--- config.mk ---
export PLATFORM = sky130hd
export DESIGN_NAME = tmd_fetch_pc_gen
export DESIGN_NICKNAME = d
export VERILOG_FILES = /design/src/rtl/tmd_fetch_pc_gen.sv
export SDC_FILE = /design/constraint.sdc
export NUM_CORES = 1
export LEC_CHECK = 0
export CAP_MARGIN = 20
export CORE_ASPECT_RATIO = 1.75
export CORE_UTILIZATION = 35
export DETAILED_ROUTE_END_ITERATION = 8
export PLACE_DENSITY = 0.62
export SLEW_MARGIN = 20
export SYNTH_ARGS = -nofsm -noshare
export SYNTH_HDL_FRONTEND = slang
export SYNTH_SLANG_ARGS = --single-unit
--- constraint.sdc ---
create_clock -name clk_i -period 4.1 [get_ports clk_i]
set_clock_uncertainty 0.15 [all_clocks]
set_input_delay 0.615 -clock clk_i [delete_from_list [all_inputs] [get_ports clk_i]]
set_output_delay 0.615 -clock clk_i [all_outputs]
set_load 0.02 [all_outputs]
--- src/rtl/tmd_fetch_pc_gen.sv ---
// Fetch PC sequencer: drives the BTB with the current PC, issues credit-limited
// instruction fetches and returns {pc, inst} in order; flushes drain stale responses.
module tmd_fetch_pc_gen #(
  localparam int          XLEN     = 64,  // mirrors rv64g_pkg::XLEN
  parameter  logic [XLEN-1:0] RESET_PC = 64'h0,
  parameter  int          DEPTH    = 4
) (
  input  logic            clk_i,
  input  logic            srst_i,
  output logic [XLEN-1:0] btb_pc_o,
  input  logic [XLEN-1:0] btb_next_pc_i,
  input  logic            btb_clear_i,
  input  logic            redirect_valid_i,
  input  logic [XLEN-1:0] redirect_pc_i,
  output logic            fetch_req_valid_o,
  input  logic            fetch_req_ready_i,
  output logic [XLEN-1:0] fetch_req_addr_o,
  input  logic            fetch_rsp_valid_i,
  input  logic [31:0]     fetch_rsp_data_i,
  output logic            inst_valid_o,
  input  logic            inst_ready_i,
  output logic [31:0]     inst_o,
  output logic [XLEN-1:0] inst_pc_o
);

  localparam int CW = $clog2(DEPTH + 1);
  localparam int PW = $clog2(DEPTH);
  localparam logic [CW:0]     DEPTH_W    = DEPTH[CW:0];
  localparam logic [XLEN-1:0] ALIGN_MASK = {{(XLEN-2){1'b1}}, 2'b00};

  typedef enum logic {
    RUN   = 1'b0,
    DRAIN = 1'b1
  } state_e;

  state_e          state_q, state_d;
  logic [XLEN-1:0] pc_q, pc_d;
  logic [CW-1:0]   outstanding_q, outstanding_d;
  logic [CW-1:0]   count_q, count_d;
  logic [PW-1:0]   rd_ptr_q, rd_ptr_d;
  logic [PW-1:0]   wr_ptr_q, wr_ptr_d;

  logic [XLEN-1:0] pc_mem   [DEPTH];
  logic [31:0]     inst_mem [DEPTH];

  logic            flush;
  logic [XLEN-1:0] flush_target;
  logic [CW:0]     occupancy;
  logic            has_credit;
  logic            req_fire;
  logic            rsp_keep;
  logic            pop;
  logic [PW-1:0]   fill_ptr;

  assign flush        = redirect_valid_i | btb_clear_i;
  assign flush_target = redirect_valid_i ? redirect_pc_i : btb_next_pc_i;
  assign occupancy    = {1'b0, outstanding_q} + {1'b0, count_q};
  assign has_credit   = occupancy < DEPTH_W;

  assign btb_pc_o         = pc_q & ALIGN_MASK;
  assign fetch_req_addr_o = pc_q & ALIGN_MASK;

  // Responses return in request order, so the oldest unfilled slot sits right
  // after the buffered instructions.
  assign fill_ptr = rd_ptr_q + count_q[PW-1:0];

  assign req_fire = fetch_req_valid_o & fetch_req_ready_i;
  assign rsp_keep = fetch_rsp_valid_i & (state_q == RUN) & ~flush;
  assign pop      = inst_valid_o & inst_ready_i & ~flush;

  assign inst_o    = inst_mem[rd_ptr_q];
  assign inst_pc_o = pc_mem[rd_ptr_q];

  // State register
  always_ff @(posedge clk_i) begin
    if (srst_i) begin
      state_q <= RUN;
    end else begin
      state_q <= state_d;
    end
  end

  // Next-state logic
  always_comb begin
    state_d = state_q;
    case (state_q)
      RUN: begin
        if (flush && (outstanding_d != '0)) begin
          state_d = DRAIN;
        end
      end
      DRAIN: begin
        if (outstanding_d == '0) begin
          state_d = RUN;
        end
      end
      default: state_d = RUN;
    endcase
  end

  // Output logic
  always_comb begin
    fetch_req_valid_o = 1'b0;
    inst_valid_o      = 1'b0;
    if (!srst_i) begin
      fetch_req_valid_o = (state_q == RUN) & has_credit & ~flush;
      inst_valid_o      = (count_q != '0);
    end
  end

  always_comb begin
    pc_d = pc_q;
    if (flush) begin
      pc_d = flush_target & ALIGN_MASK;
    end else if (req_fire) begin
      pc_d = btb_next_pc_i & ALIGN_MASK;
    end
  end

  // Stale responses still return a credit even though their data is discarded.
  always_comb begin
    outstanding_d = outstanding_q;
    if (req_fire && !fetch_rsp_valid_i) begin
      outstanding_d = outstanding_q + CW'(1);
    end else if (!req_fire && fetch_rsp_valid_i) begin
      outstanding_d = outstanding_q - CW'(1);
    end
  end

  always_comb begin
    count_d  = count_q;
    rd_ptr_d = rd_ptr_q;
    wr_ptr_d = wr_ptr_q;
    if (flush) begin
      count_d  = '0;
      rd_ptr_d = '0;
      wr_ptr_d = '0;
    end else begin
      if (rsp_keep && !pop) begin
        count_d = count_q + CW'(1);
      end else if (!rsp_keep && pop) begin
        count_d = count_q - CW'(1);
      end
      if (pop) begin
        rd_ptr_d = rd_ptr_q + PW'(1);
      end
      if (req_fire) begin
        wr_ptr_d = wr_ptr_q + PW'(1);
      end
    end
  end

  always_ff @(posedge clk_i) begin
    if (srst_i) begin
      pc_q          <= RESET_PC & ALIGN_MASK;
      outstanding_q <= '0;
      count_q       <= '0;
      rd_ptr_q      <= '0;
      wr_ptr_q      <= '0;
    end else begin
      pc_q          <= pc_d;
      outstanding_q <= outstanding_d;
      count_q       <= count_d;
      rd_ptr_q      <= rd_ptr_d;
      wr_ptr_q      <= wr_ptr_d;
    end
  end

  // The slot's PC is written when the request is accepted, its instruction
  // when the matching response comes back.
  always_ff @(posedge clk_i) begin
    if (req_fire) begin
      pc_mem[wr_ptr_q] <= pc_q & ALIGN_MASK;
    end
    if (rsp_keep) begin
      inst_mem[fill_ptr] <= fetch_rsp_data_i;
    end
  end

endmodule

==> tab_implementation.tex, run 1 <==
\begin{tabular}{lr}
\hline
Metric & Value \\
\hline
\multicolumn{2}{l}{\textbf{Setup path}} \\
Worst Setup End Kind & output port \\
Worst r2r path cells & 5 \\
Setup crit start kind & flip-flop \\
Reg-to-Reg Start & outstanding\_q[2]\$\_SDFF\_PP0\_ \\
CP peak stage delay & 0.78 ns \\
Worst reg2reg setup slack & 1.32 ns \\
Worst flop-to-flop path endpoint & pc\_mem[2][9]\$\_DFFE\_PP\_ \\
Critical-path cell list & buf\_4 > mux4\_2 > clkdlybuf4s50\_1 \\
Cell type of the slowest stage on the worst timing path & dfxtp\_4 \\
Data arrival time of the critical path & 2.80 ns \\
Crit path required time & roughly 3.3 ns \\
Critical Path Sink & inst\_pc\_o[56] \\
Type of the worst setup path & reg -> out \\
Top fanout value on the critical path & 29 \\
\multicolumn{2}{l}{\textbf{GRT}} \\
Antenna violations before repair & 0 \\
Wire length of the first global-routing pass & between 50,000 and 60,000 um \\
Overall routing resource usage & 15.5\% \\
GR Overflow Total & 0 \\
Maximum number of pins on one net before global-route repair & between 70 and 80 \\
Vias in the first global route & 9,961 \\
\multicolumn{2}{l}{\textbf{Synthesis}} \\
Predominant post-synthesis flop cell & edfxtp\_1 \\
Synthesis-stage register bit count & 451 \\
Ys Warns & 0 \\
Post-Synth Adder-Cell Area & 0.825\% \\
Number of synthesized flops with an enable pin & 376 \\
Cell area after synthesis & around 0.018 mm\^{}2 \\
Per-instance average area after synthesis & 18.8 um\^{}2 \\
Count of distinct cell types in the synthesized netlist & 34 \\
Parity-gate share of the synthesized area counting xor and xnor cells & less than 1\% \\
Register area share after synthesis & 72.7\% \\
Complex-gate fraction of the synthesized area & 3.02\% \\
Combinational family with the most area after synthesis & multiplexers \\
Number of standard cells after synthesis & 937 \\
Simple-gate share of the synthesized area & 2.59\% \\
Share of cell area taken by muxes after synthesis & between 10\% and 20\% \\
Share of synthesized flip-flops with an asynchronous set or reset & 0\% \\
\multicolumn{2}{l}{\textbf{Power}} \\
Total power draw & between 0.009 and 0.01 W \\
Total power divided by cell area & 422 mW/mm\^{}2 \\
IR Drop Worst-Case VDD & roughly 0.25 mV \\
Total leakage power & 7.72 nW \\
\multicolumn{2}{l}{\textbf{STA}} \\
Post-route minimum period & 3.57 ns \\
Period utilisation layout & between 80 and 90\% \\
Total negative slack for setup checks & 0 ns \\
RSZ-0062 raised after global routing & false \\
Relative slew slack & between 40\% and 50\% \\
Final setup violating endpoints & 0 \\
Achievable frequency & 280 MHz \\
Slew at the pin closest to its max-slew limit & roughly 0.84 ns \\
Final-report max-slew violation count & 0 \\
Final hold violation count & 0 \\
\multicolumn{2}{l}{\textbf{Cells and area}} \\
Number of filler instances in the final layout & 4,267 \\
Antenna diodes & 0 \\
Final instance area & 0.0232 mm\^{}2 \\
Number of nets in the layout & about 1,500 \\
Ratio of cells with drive above 1 in the final layout & 15.5\% \\
Area grow syn2layout & 31.8\% \\
\multicolumn{2}{l}{\textbf{CTS}} \\
Sink Count & 451 \\
Insertion delay of the later-clocked pin in the worst-skew pair & 0.54 ns \\
Cells resized by post-CTS repair & 0 \\
Cts hold-fix bufs & 0 \\
TritonCTS clock tree & yes \\
Total clock buffers created by CTS & between 40 and 50 \\
Clk pin slew, worst setup/hold paths & 0.06 ns \\
Buffers from clock root to sink, at most & 3 \\
Clock tree root driver cell & clkbuf\_16 \\
Clock H-tree levels & 2 \\
\# Post-CTS Setup Buffers & 0 \\
\multicolumn{2}{l}{\textbf{Drt}} \\
Routed vias/inst & 4.74 \\
Final wirelength & 39,000 um \\
DRT iter0 DRCs & 529 \\
Length of the first detailed-routing pass in iterations & 6 \\
Number of remaining DRC errors & 0 \\
Vias & slightly above 9,000 \\
Detail Route Antenna Nets & 0 \\
Wirelength per Cell & 19.8 um \\
\multicolumn{2}{l}{\textbf{Worst hold path}} \\
Class of the tightest hold or removal check & reg -> reg \\
\multicolumn{2}{l}{\textbf{Floorplan}} \\
Total I/O pin count & between 300 and 400 \\
Die outline height & 299 um \\
Standard-cell row count & 108 \\
Floorplan core area & 0.0496 mm\^{}2 \\
Initial core utilization & about 35\% \\
Floorplan die width & between 150 and 200 um \\
Area of the die & 0.0512 mm\^{}2 \\
\multicolumn{2}{l}{\textbf{Run}} \\
Max-capacitance violation count & 0 \\
\multicolumn{2}{l}{\textbf{Placement}} \\
Area after DPL & 0.0218 mm\^{}2 \\
Final RePlAce weighted congestion & approximately 0.7 \\
Post-detail-place hpwl & roughly 26,000 um \\
Count of buffers inserted at the top-level ports & 382 \\
\multicolumn{2}{l}{\textbf{Outcome}} \\
Outcome & finished clean \\
\hline
\end{tabular}
## layout make-up
class                   instances  area, um^2  share of cell area (%)
multi-input cells             364        4090                    17.6
clock buffers                  48        1060                    4.58
repair buffers                412        4110                    17.7
inverters                       7        26.3                   0.113
clock inverters                27         278                    1.20
flip-flops and latches        451       12800                    55.2
well taps                     660         826                    3.56
## where the power goes
| part | total [W] | switching, W | leakage (nW) | internal [W] |
|---|---|---|---|---|
| registers | 0.00518 | 0.000113 | 4.05 | 0.00506 |
| clock network | 0.00380 | 0.00166 | 0.655 | 0.00214 |
| logic | 0.000812 | 0.000379 | 3.02 | 0.000433 |
| total | 0.00979 | 0.00215 | 7.72 | 0.00764 |
## per-layer routing
| layer | vias to the layer above | global-route usage (%) | part of all wire (%) |
|---|---|---|---|
| met2 | 288 | 28.9 | 54 |
| li1 | 4320 | - | - |
| met4 | 0 | 4.68 | 2.2 |
| met1 | 4675 | 17.4 | 38 |
| met5 | - | 0 | 0 |
| met3 | 56 | 2.85 | 5.5 |
## cell families (layout without fill, tap and decap cells)
family / Yosys count / count (layout)
AOI/OAI and AO/OA: 71 / 71
xor gates and xnor gates: 12 / 12
adders and majority gates: 11 / 11
buffers and inverters: 127 / 494
DFF: 451 / 451
muxes: 160 / 160
other: 1 / 6
and+or+nand+nor: 104 / 104
## cells in the mapped netlist (2+ instances only)
library cell	n	area, um^2
nor3_1	3	15.0
or3_1	3	18.8
clkbuf_1	11	41.3
xor2_1	5	43.8
buf_2	32	160
buf_1	7	26.3
dfxtp_1	75	1500
edfxtp_1	376	11300
nor2_1	77	289
inv_1	7	26.3
a211oi_1	63	473
nand4_1	2	12.5
nand3b_1	2	15.0
nand3_1	2	10.0
mux2i_1	65	651
nand2_1	6	22.5
ha_1	10	125
mux4_2	94	2120
xnor2_1	7	61.3
and3_1	5	31.3
buf_4	70	526
o21ai_0	3	15.0
## sequential cells by signal (all words and copies together) (netlist names), named ones only
signal         count
pc_mem           248
wr_ptr_q           2
count_q            3
state_q            1
pc_q              62
outstanding_q      3
rd_ptr_q           2
inst_mem         128
## critical path, delay by kind of cell, from the launching register on
kind / cells / cell delay (ns)
buf+inv: 2 / 0.94
flops: 1 / 0.78
mux: 1 / 0.52
## how the worst min path moves through the flow
stage | start | to | slack, ns | cells past startpoint
after floorplan | count_q[2]$_SDFFE_PP0P_ | count_q[2]$_SDFFE_PP0P_ | 0.32 | 2
after global placement | count_q[2]$_SDFFE_PP0P_ | count_q[2]$_SDFFE_PP0P_ | 0.37 | 2
after detailed placement | count_q[2]$_SDFFE_PP0P_ | count_q[2]$_SDFFE_PP0P_ | 0.36 | 2
after CTS | count_q[2]$_SDFFE_PP0P_ | count_q[2]$_SDFFE_PP0P_ | 0.37 | 2
after global routing | count_q[2]$_SDFFE_PP0P_ | count_q[2]$_SDFFE_PP0P_ | 0.39 | 2
final | count_q[2]$_SDFFE_PP0P_ | count_q[2]$_SDFFE_PP0P_ | 0.37 | 2
## stage by stage
stage	utilization, %	hold WS [ns]	instances	setup slack, ns
6_report	46.8	0.366	1969	0.534
5_1_grt	46.8	0.385	1969	0.336
4_1_cts	46.8	0.370	1969	0.370
3_5_place_dp	44.1	0.360	1894	0.933
3_3_place_gp	44.1	0.375	1894	0.944
2_1_floorplan	-	0.320	942	0.315
## cell usage in the layout, fill, tap and decap left out, types with 4 or more instances in the layout
cell / n
clkinv_1: 7
clkinv_4: 4
mux4_2: 94
bufinv_16: 4
mux2i_1: 65
a211oi_1: 63
inv_1: 7
xnor2_1: 7
clkbuf_16: 41
dfxtp_1: 73
clkbuf_1: 6
and3_4: 4
ha_1: 10
nand2_1: 5
clkdlybuf4s50_1: 380
buf_4: 27
edfxtp_1: 376
xor2_1: 5
clkinv_2: 6
nor2_1: 75
buf_12: 5
conb_1: 6
No activity file was read; power rests on OpenSTA's default activity.
==> run 2: changes to the inputs <==
Settings changed: PLACE_DENSITY 0.62 to default, PLACE_DENSITY_LB_ADDON from default to 0.1.
==> tab_implementation.tex, run 2 (same netlist as run 1, synthesis figures left out) <==
\begin{tabular}{lr}
\hline
Metric & Value \\
\hline
\multicolumn{2}{l}{\textbf{Outcome}} \\
Outcome & finished clean (unchanged) \\
\multicolumn{2}{l}{\textbf{Placement}} \\
Worst slack at placement & 0.926 ns (was 0.933 ns) \\
Post-detail-place hpwl & 26,400 um (was 26,000 um) \\
Placed Cells & 1,885 (was 1,894) \\
Area after DPL & 0.0218 mm\^{}2 (about the same) \\
Final RePlAce weighted congestion & 0.693 (was 0.714) \\
Count of buffers inserted at the top-level ports & 382 (unchanged) \\
\multicolumn{2}{l}{\textbf{STA}} \\
Relative slew slack & 42.5\% (was 44.0\%) \\
Final setup violating endpoints & 0 (unchanged) \\
Final hold violation count & 0 (unchanged) \\
Slew at the pin closest to its max-slew limit & 0.862 ns (was 0.840 ns) \\
Post-route minimum period & 3.43 ns (was 3.57 ns) \\
Period utilisation layout & 83.6\% (was 87.0\%) \\
Final Worst Setup Slack & 0.674 ns (was 0.534 ns) \\
Total negative slack for setup checks & 0 ns (unchanged) \\
Final-report max-slew violation count & 0 (unchanged) \\
Achievable frequency & 292 MHz (was 280 MHz) \\
RSZ-0062 raised after global routing & false (unchanged) \\
\multicolumn{2}{l}{\textbf{Drt}} \\
Vias & 9,360 (was 9,339) \\
Wirelength per Cell & 20.5 um (was 19.8 um) \\
Length of the first detailed-routing pass in iterations & 4 (was 6) \\
Number of remaining DRC errors & 0 (unchanged) \\
Final wirelength & 40,200 um (was 39,000 um) \\
Routed vias/inst & 4.77 (was 4.74) \\
DRT iter0 DRCs & 544 (was 529) \\
Detail Route Antenna Nets & 0 (unchanged) \\
\multicolumn{2}{l}{\textbf{CTS}} \\
Sink Count & 451 (unchanged) \\
\# Post-CTS Setup Buffers & 0 (unchanged) \\
Insertion delay of the later-clocked pin in the worst-skew pair & 0.55 ns (was 0.54 ns) \\
Cts hold-fix bufs & 0 (unchanged) \\
Clock tree root driver cell & clkbuf\_16 (unchanged) \\
Clk pin slew, worst setup/hold paths & 0.06 ns (about the same) \\
Cells resized by post-CTS repair & 0 (unchanged) \\
Buffers from clock root to sink, at most & 3 (unchanged) \\
TritonCTS clock tree & yes (unchanged) \\
Total clock buffers created by CTS & 42 (was 41) \\
Clock H-tree levels & 2 (unchanged) \\
\multicolumn{2}{l}{\textbf{Power}} \\
Switching power share of the total & 21.7\% (was 22.0\%) \\
Fraction of power consumed by sequential logic & 52.5\% (was 52.9\%) \\
Combinational fraction of design power & 8.2\% (was 8.3\%) \\
Total leakage power & 7.70 nW (was 7.72 nW) \\
Pint & 0.00772 W (was 0.00764 W) \\
Total power divided by cell area & 425 mW/mm\^{}2 (was 422 mW/mm\^{}2) \\
IR Drop Worst-Case VDD & 0.274 mV (was 0.251 mV) \\
Net switching component of the power & 0.00214 W (was 0.00215 W) \\
Part of the total power dissipated in the clock network & 39.3\% (was 38.8\%) \\
\multicolumn{2}{l}{\textbf{Cells and area}} \\
Flip-flop count of the largest register after layout & 248 (unchanged) \\
Commonest non-fill, non-tap cells in the layout & clkdlybuf4s50\_1, edfxtp\_1, mux4\_2 (unchanged) \\
Number of nets in the layout & 1,447 (was 1,455) \\
Final instance area & 0.0232 mm\^{}2 (about the same) \\
Area grow syn2layout & 31.9\% (was 31.8\%) \\
Most frequent standard cell in the layout excluding fill and tap cells & clkdlybuf4s50\_1 (unchanged) \\
Ratio of cells with drive above 1 in the final layout & 15.0\% (was 15.5\%) \\
Number of filler instances in the final layout & 4,328 (was 4,267) \\
Largest regs & pc\_mem (248), inst\_mem (128), pc\_q (62) (unchanged) \\
Core utilization of the finished layout & 46.8\% (about the same) \\
Register with the highest flop count & pc\_mem (unchanged) \\
Final cell count without fillers & 1,964 (was 1,969) \\
\multicolumn{2}{l}{\textbf{Floorplan}} \\
Floorplan core area & 0.0496 mm\^{}2 (unchanged) \\
Floorplan die width & 171 um (unchanged) \\
Die outline height & 299 um (unchanged) \\
Total I/O pin count & 393 (unchanged) \\
Area of the die & 0.0512 mm\^{}2 (unchanged) \\
Standard-cell row count & 108 (unchanged) \\
Initial core utilization & 35.5\% (unchanged) \\
\multicolumn{2}{l}{\textbf{Setup path}} \\
Critical Path Sink & fetch\_req\_valid\_o (was inst\_pc\_o[56]) \\
Setup crit start kind & flip-flop (unchanged) \\
Worst flop-to-flop path endpoint & pc\_mem[1][17]\$\_DFFE\_PP\_ (was pc\_mem[2][9]\$\_DFFE\_PP\_) \\
Type of the worst setup path & reg -> out (unchanged) \\
Origin of the worst setup path & outstanding\_q[2]\$\_SDFF\_PP0\_ \\
Top fanout value on the critical path & 6 (was 29) \\
Reg-to-Reg Start & outstanding\_q[2]\$\_SDFF\_PP0\_ (unchanged) \\
Worst Setup End Kind & output port (unchanged) \\
Worst r2r path cells & 5 (unchanged) \\
Crit path required time & 3.34 ns (about the same) \\
Data arrival time of the critical path & 2.66 ns (was 2.80 ns) \\
Worst reg2reg setup slack & 1.42 ns (was 1.32 ns) \\
\multicolumn{2}{l}{\textbf{GRT}} \\
Wire length of the first global-routing pass & 60,300 um (was 59,200 um) \\
GR Overflow Total & 0 (unchanged) \\
Maximum number of pins on one net before global-route repair & 85 (was 77) \\
Overall routing resource usage & 15.9\% (was 15.5\%) \\
Vias in the first global route & 9,910 (was 9,961) \\
Antenna violations before repair & 2 (was 0) \\
\multicolumn{2}{l}{\textbf{Run}} \\
Max-capacitance violation count & 0 (unchanged) \\
\multicolumn{2}{l}{\textbf{Worst hold path}} \\
Class of the tightest hold or removal check & reg -> reg (unchanged) \\
\hline
\end{tabular}
run 2: area by class of cell:
cell class / instances / area, um^2 / share of cell area (%)
clock inverters: 24 / 196 / 0.846
multi-input cells: 364 / 4090 / 17.6
repair buffers: 403 / 4090 / 17.6
inverters: 7 / 26.3 / 0.113
clock buffers: 54 / 1180 / 5.08
diodes: 1 / 2.50 / 0.0108
flip-flops and latches: 451 / 12800 / 55.2
well taps: 660 / 826 / 3.56
run 2: power groups by stage:
| stage | Combinational, W | Clock, W | Sequential, W |
|---|---|---|---|
| CTS | 0.000823 | 0.00400 | 0.00519 |
| global route | 0.000865 | 0.00415 | 0.00520 |
| finish | 0.000810 | 0.00387 | 0.00518 |
| detailed placement | 0.000819 | 0 | 0.00528 |
| global placement | 0.000815 | 0 | 0.00528 |
| floorplan | 0.000374 | 0 | 0.00530 |
run 2: worst min path at each step:
stage	start	endpoint	slack, ns	depth (start not counted)
3_3_place_gp	count_q[2]$_SDFFE_PP0P_	count_q[2]$_SDFFE_PP0P_	0.35	2
2_1_floorplan	count_q[2]$_SDFFE_PP0P_	count_q[2]$_SDFFE_PP0P_	0.32	2
4_1_cts	count_q[2]$_SDFFE_PP0P_	count_q[2]$_SDFFE_PP0P_	0.36	2
6_report	count_q[2]$_SDFFE_PP0P_	count_q[2]$_SDFFE_PP0P_	0.35	2
3_5_place_dp	count_q[2]$_SDFFE_PP0P_	count_q[2]$_SDFFE_PP0P_	0.35	2
5_1_grt	srst_i	rd_ptr_q[1]$_SDFFE_PP0P_	0.41	5
run 2: worst max-delay path, cell delays in order (launching register included):
cell and delay (ns):
dfxtp_1 0.45, ha_1 0.28, nor4_2 0.31, and3_1 0.32, clkdlybuf4s50_1 0.75
run 2: stage by stage:
step	power, W	hold WS, ns
6_report	0.00986	0.354
5_1_grt	0.0102	0.407
4_1_cts	0.0100	0.358
3_5_place_dp	0.00610	0.349
3_3_place_gp	0.00609	0.350
2_1_floorplan	0.00567	0.320
run 2: routing by layer:
metal	global-route usage, %	up-vias	share of wire [%]
li1	-	4308	-
met2	29.9	273	55
met1	17.8	4726	37
met5	0	-	0.042
met4	4.32	2	1.7
met3	3.34	51	6.0
==> run 3: changes to the inputs <==
Clock period 4.1 ns to 3.33 ns, I/O delays scaled along.
==> tab_implementation.tex, run 3 (same netlist as run 1, synthesis figures left out) <==
\begin{tabular}{lr}
\hline
Metric & Value \\
\hline
\multicolumn{2}{l}{\textbf{GRT}} \\
Maximum number of pins on one net before global-route repair & 83 (was 85) \\
Wire length of the first global-routing pass & 60,500 um (was 60,300 um) \\
Antenna violations before repair & 2 (unchanged) \\
Overall routing resource usage & 16.0\% (was 15.9\%) \\
GR Overflow Total & 0 (unchanged) \\
Vias in the first global route & 9,847 (was 9,910) \\
\multicolumn{2}{l}{\textbf{CTS}} \\
\# Post-CTS Setup Buffers & 0 (unchanged) \\
TritonCTS clock tree & yes (unchanged) \\
Clock tree root driver cell & clkbuf\_16 (unchanged) \\
Clk pin slew, worst setup/hold paths & 0.06 ns (about the same) \\
Clock H-tree levels & 2 (unchanged) \\
Total clock buffers created by CTS & 42 (unchanged) \\
Buffers from clock root to sink, at most & 3 (unchanged) \\
Sink Count & 451 (unchanged) \\
Cts hold-fix bufs & 0 (unchanged) \\
Insertion delay of the later-clocked pin in the worst-skew pair & 0.54 ns (was 0.55 ns) \\
\multicolumn{2}{l}{\textbf{STA}} \\
Worst hold slack after final layout & 0.262 ns (was 0.354 ns) \\
RSZ-0062 raised after global routing & false (unchanged) \\
Relative slew slack & 39.5\% (was 42.5\%) \\
Post-route minimum period & 3.09 ns \\
Total negative slack for setup checks & 0 ns (unchanged) \\
Final setup violating endpoints & 0 (unchanged) \\
Final hold violation count & 0 (unchanged) \\
Achievable frequency & between 300 and 400 MHz \\
Period utilisation layout & 92.7\% \\
Final-report max-slew violation count & 0 (unchanged) \\
Slew at the pin closest to its max-slew limit & 0.907 ns (was 0.862 ns) \\
\multicolumn{2}{l}{\textbf{Cells and area}} \\
Area grow syn2layout & 32.8\% (was 31.9\%) \\
Antenna diodes & 0 (was 1) \\
Commonest non-fill, non-tap cells in the layout & clkdlybuf4s50\_1, edfxtp\_1, mux4\_2 (unchanged) \\
Most frequent standard cell in the layout excluding fill and tap cells & clkdlybuf4s50\_1 (unchanged) \\
Reg area & 0.0128 mm\^{}2 (unchanged) \\
Flip-flop count of the largest register after layout & 248 (unchanged) \\
Register with the highest flop count & pc\_mem (unchanged) \\
Ratio of cells with drive above 1 in the final layout & 15.3\% (was 15.0\%) \\
Number of nets in the layout & 1,456 (was 1,447) \\
Largest regs & pc\_mem (248), inst\_mem (128), pc\_q (62) (unchanged) \\
Number of filler instances in the final layout & 4,322 (was 4,328) \\
Footprint of the multi-input gates & 0.00410 mm\^{}2 (was 0.00409 mm\^{}2) \\
\multicolumn{2}{l}{\textbf{Drt}} \\
Number of remaining DRC errors & 0 (unchanged) \\
Final wirelength & 40,800 um (was 40,200 um) \\
Routed vias/inst & 4.75 (was 4.77) \\
Vias & 9,369 (was 9,360) \\
Length of the first detailed-routing pass in iterations & 4 (unchanged) \\
Detail Route Antenna Nets & 0 (unchanged) \\
DRT iter0 DRCs & 350 (was 544) \\
Wirelength per Cell & 20.7 um (was 20.5 um) \\
\multicolumn{2}{l}{\textbf{Power}} \\
Total leakage power & 7.78 nW (was 7.70 nW) \\
IR Drop Worst-Case VDD & 0.306 mV (was 0.274 mV) \\
Total power divided by cell area & 516 mW/mm\^{}2 (was 425 mW/mm\^{}2) \\
\multicolumn{2}{l}{\textbf{Setup path}} \\
Type of the worst setup path & reg -> out (unchanged) \\
Worst flop-to-flop path endpoint & pc\_mem[1][36]\$\_DFFE\_PP\_ (was pc\_mem[1][17]\$\_DFFE\_PP\_) \\
Setup crit start kind & flip-flop (unchanged) \\
Worst r2r path cells & 5 (unchanged) \\
Data arrival time of the critical path & 2.44 ns (was 2.66 ns) \\
Worst Setup End Kind & output port (unchanged) \\
Worst reg2reg setup slack & 0.82 ns (was 1.42 ns) \\
Top fanout value on the critical path & 39 (was 6) \\
Reg-to-Reg Start & outstanding\_q[2]\$\_SDFF\_PP0\_ (unchanged) \\
Crit path required time & 2.68 ns (was 3.34 ns) \\
\multicolumn{2}{l}{\textbf{Floorplan}} \\
Standard-cell row count & 108 (unchanged) \\
Floorplan core area & 0.0496 mm\^{}2 (unchanged) \\
Area of the die & 0.0512 mm\^{}2 (unchanged) \\
Total I/O pin count & 393 (unchanged) \\
Floorplan die width & 171 um (unchanged) \\
Die outline height & 299 um (unchanged) \\
Initial core utilization & 35.5\% (unchanged) \\
\multicolumn{2}{l}{\textbf{Placement}} \\
Count of buffers inserted at the top-level ports & 382 (unchanged) \\
Post-detail-place hpwl & 27,100 um (was 26,400 um) \\
Final RePlAce weighted congestion & 0.728 (was 0.693) \\
\multicolumn{2}{l}{\textbf{Worst hold path}} \\
Class of the tightest hold or removal check & in -> reg (was reg -> reg) \\
Hold path cells & 5 (was 2) \\
Hold wc startpoint & srst\_i (was count\_q[2]\$\_SDFFE\_PP0P\_) \\
End point of the most critical hold path & rd\_ptr\_q[1]\$\_SDFFE\_PP0P\_ (was count\_q[2]\$\_SDFFE\_PP0P\_) \\
\multicolumn{2}{l}{\textbf{Outcome}} \\
Outcome & finished clean (unchanged) \\
\multicolumn{2}{l}{\textbf{Run}} \\
Max-capacitance violation count & 0 (unchanged) \\
\hline
\end{tabular}
## run 3: repair_timing
item	in CTS	in global routing
setup endpoints to repair	0	2
endpoints found under the hold margin	0	0
resized for setup	0	2
## run 3: power breakdown
group	leakage [nW]	internal [W]	switching (W)	total, W
registers	4.05	0.00624	0.000143	0.00638
clock network	0.665	0.00269	0.00198	0.00467
logic	3.07	0.000538	0.000470	0.00101
## run 3: through the flow
| stage | std cells | total power [W] | area [um^2] | util, % | setup WS (ns) |
|---|---|---|---|---|---|
| floorplan | 942 | 0.00699 | 17600 | - | 0.424 |
| global placement | 1894 | 0.00751 | 22000 | 44.4 | 0.404 |
| detailed placement | 1894 | 0.00753 | 22000 | 44.4 | 0.388 |
| CTS | 1972 | 0.0123 | 23400 | 47.1 | 0.0286 |
| global route | 1972 | 0.0125 | 23400 | 47.1 | 0.124 |
| finish | 1972 | 0.0121 | 23400 | 47.1 | 0.242 |
## run 3: area by class of cell
class,instances,share of cell area (%)
repair buffers,412,18.2
inverters,7,0.112
clock buffers,67,5.43
multi-input cells,364,17.6
clock inverters,11,0.348
well taps,660,3.53
flip-flops and latches,451,54.8
## run 3: worst max path at each step
stage / from / endpoint / slack [ns] / cells after the start
floorplan: fetch_rsp_valid_i / inst_mem[1][0]$_DFFE_PP_ / 0.42 / 5
global placement: btb_clear_i / count_q[2]$_SDFFE_PP0P_ / 0.40 / 10
detailed placement: btb_clear_i / fetch_req_valid_o / 0.39 / 4
CTS: outstanding_q[2]$_SDFF_PP0_ / fetch_req_valid_o / 0.03 / 4
global route: flip-flop / inst_pc_o[39] / 0.12 / 3
finish: flip-flop / inst_pc_o[39] / 0.24 / 3
## run 3: metal layers
layer  vias to the layer above  global-route usage [%]  wire [um]
met2                       275                    30.5      22700
met3                        53                    4.05       2780
met4                         4                    4.04        684
li1                       4334                       -          -
met1                      4703                    17.3      14600
met5                         -                       0         23
## run 3: worst max-delay path, stage by stage, from the launching register on
cell	delay (ns)
dfxtp_4	0.38
buf_12	0.30
mux4_2	0.55
clkdlybuf4s50_1	0.61
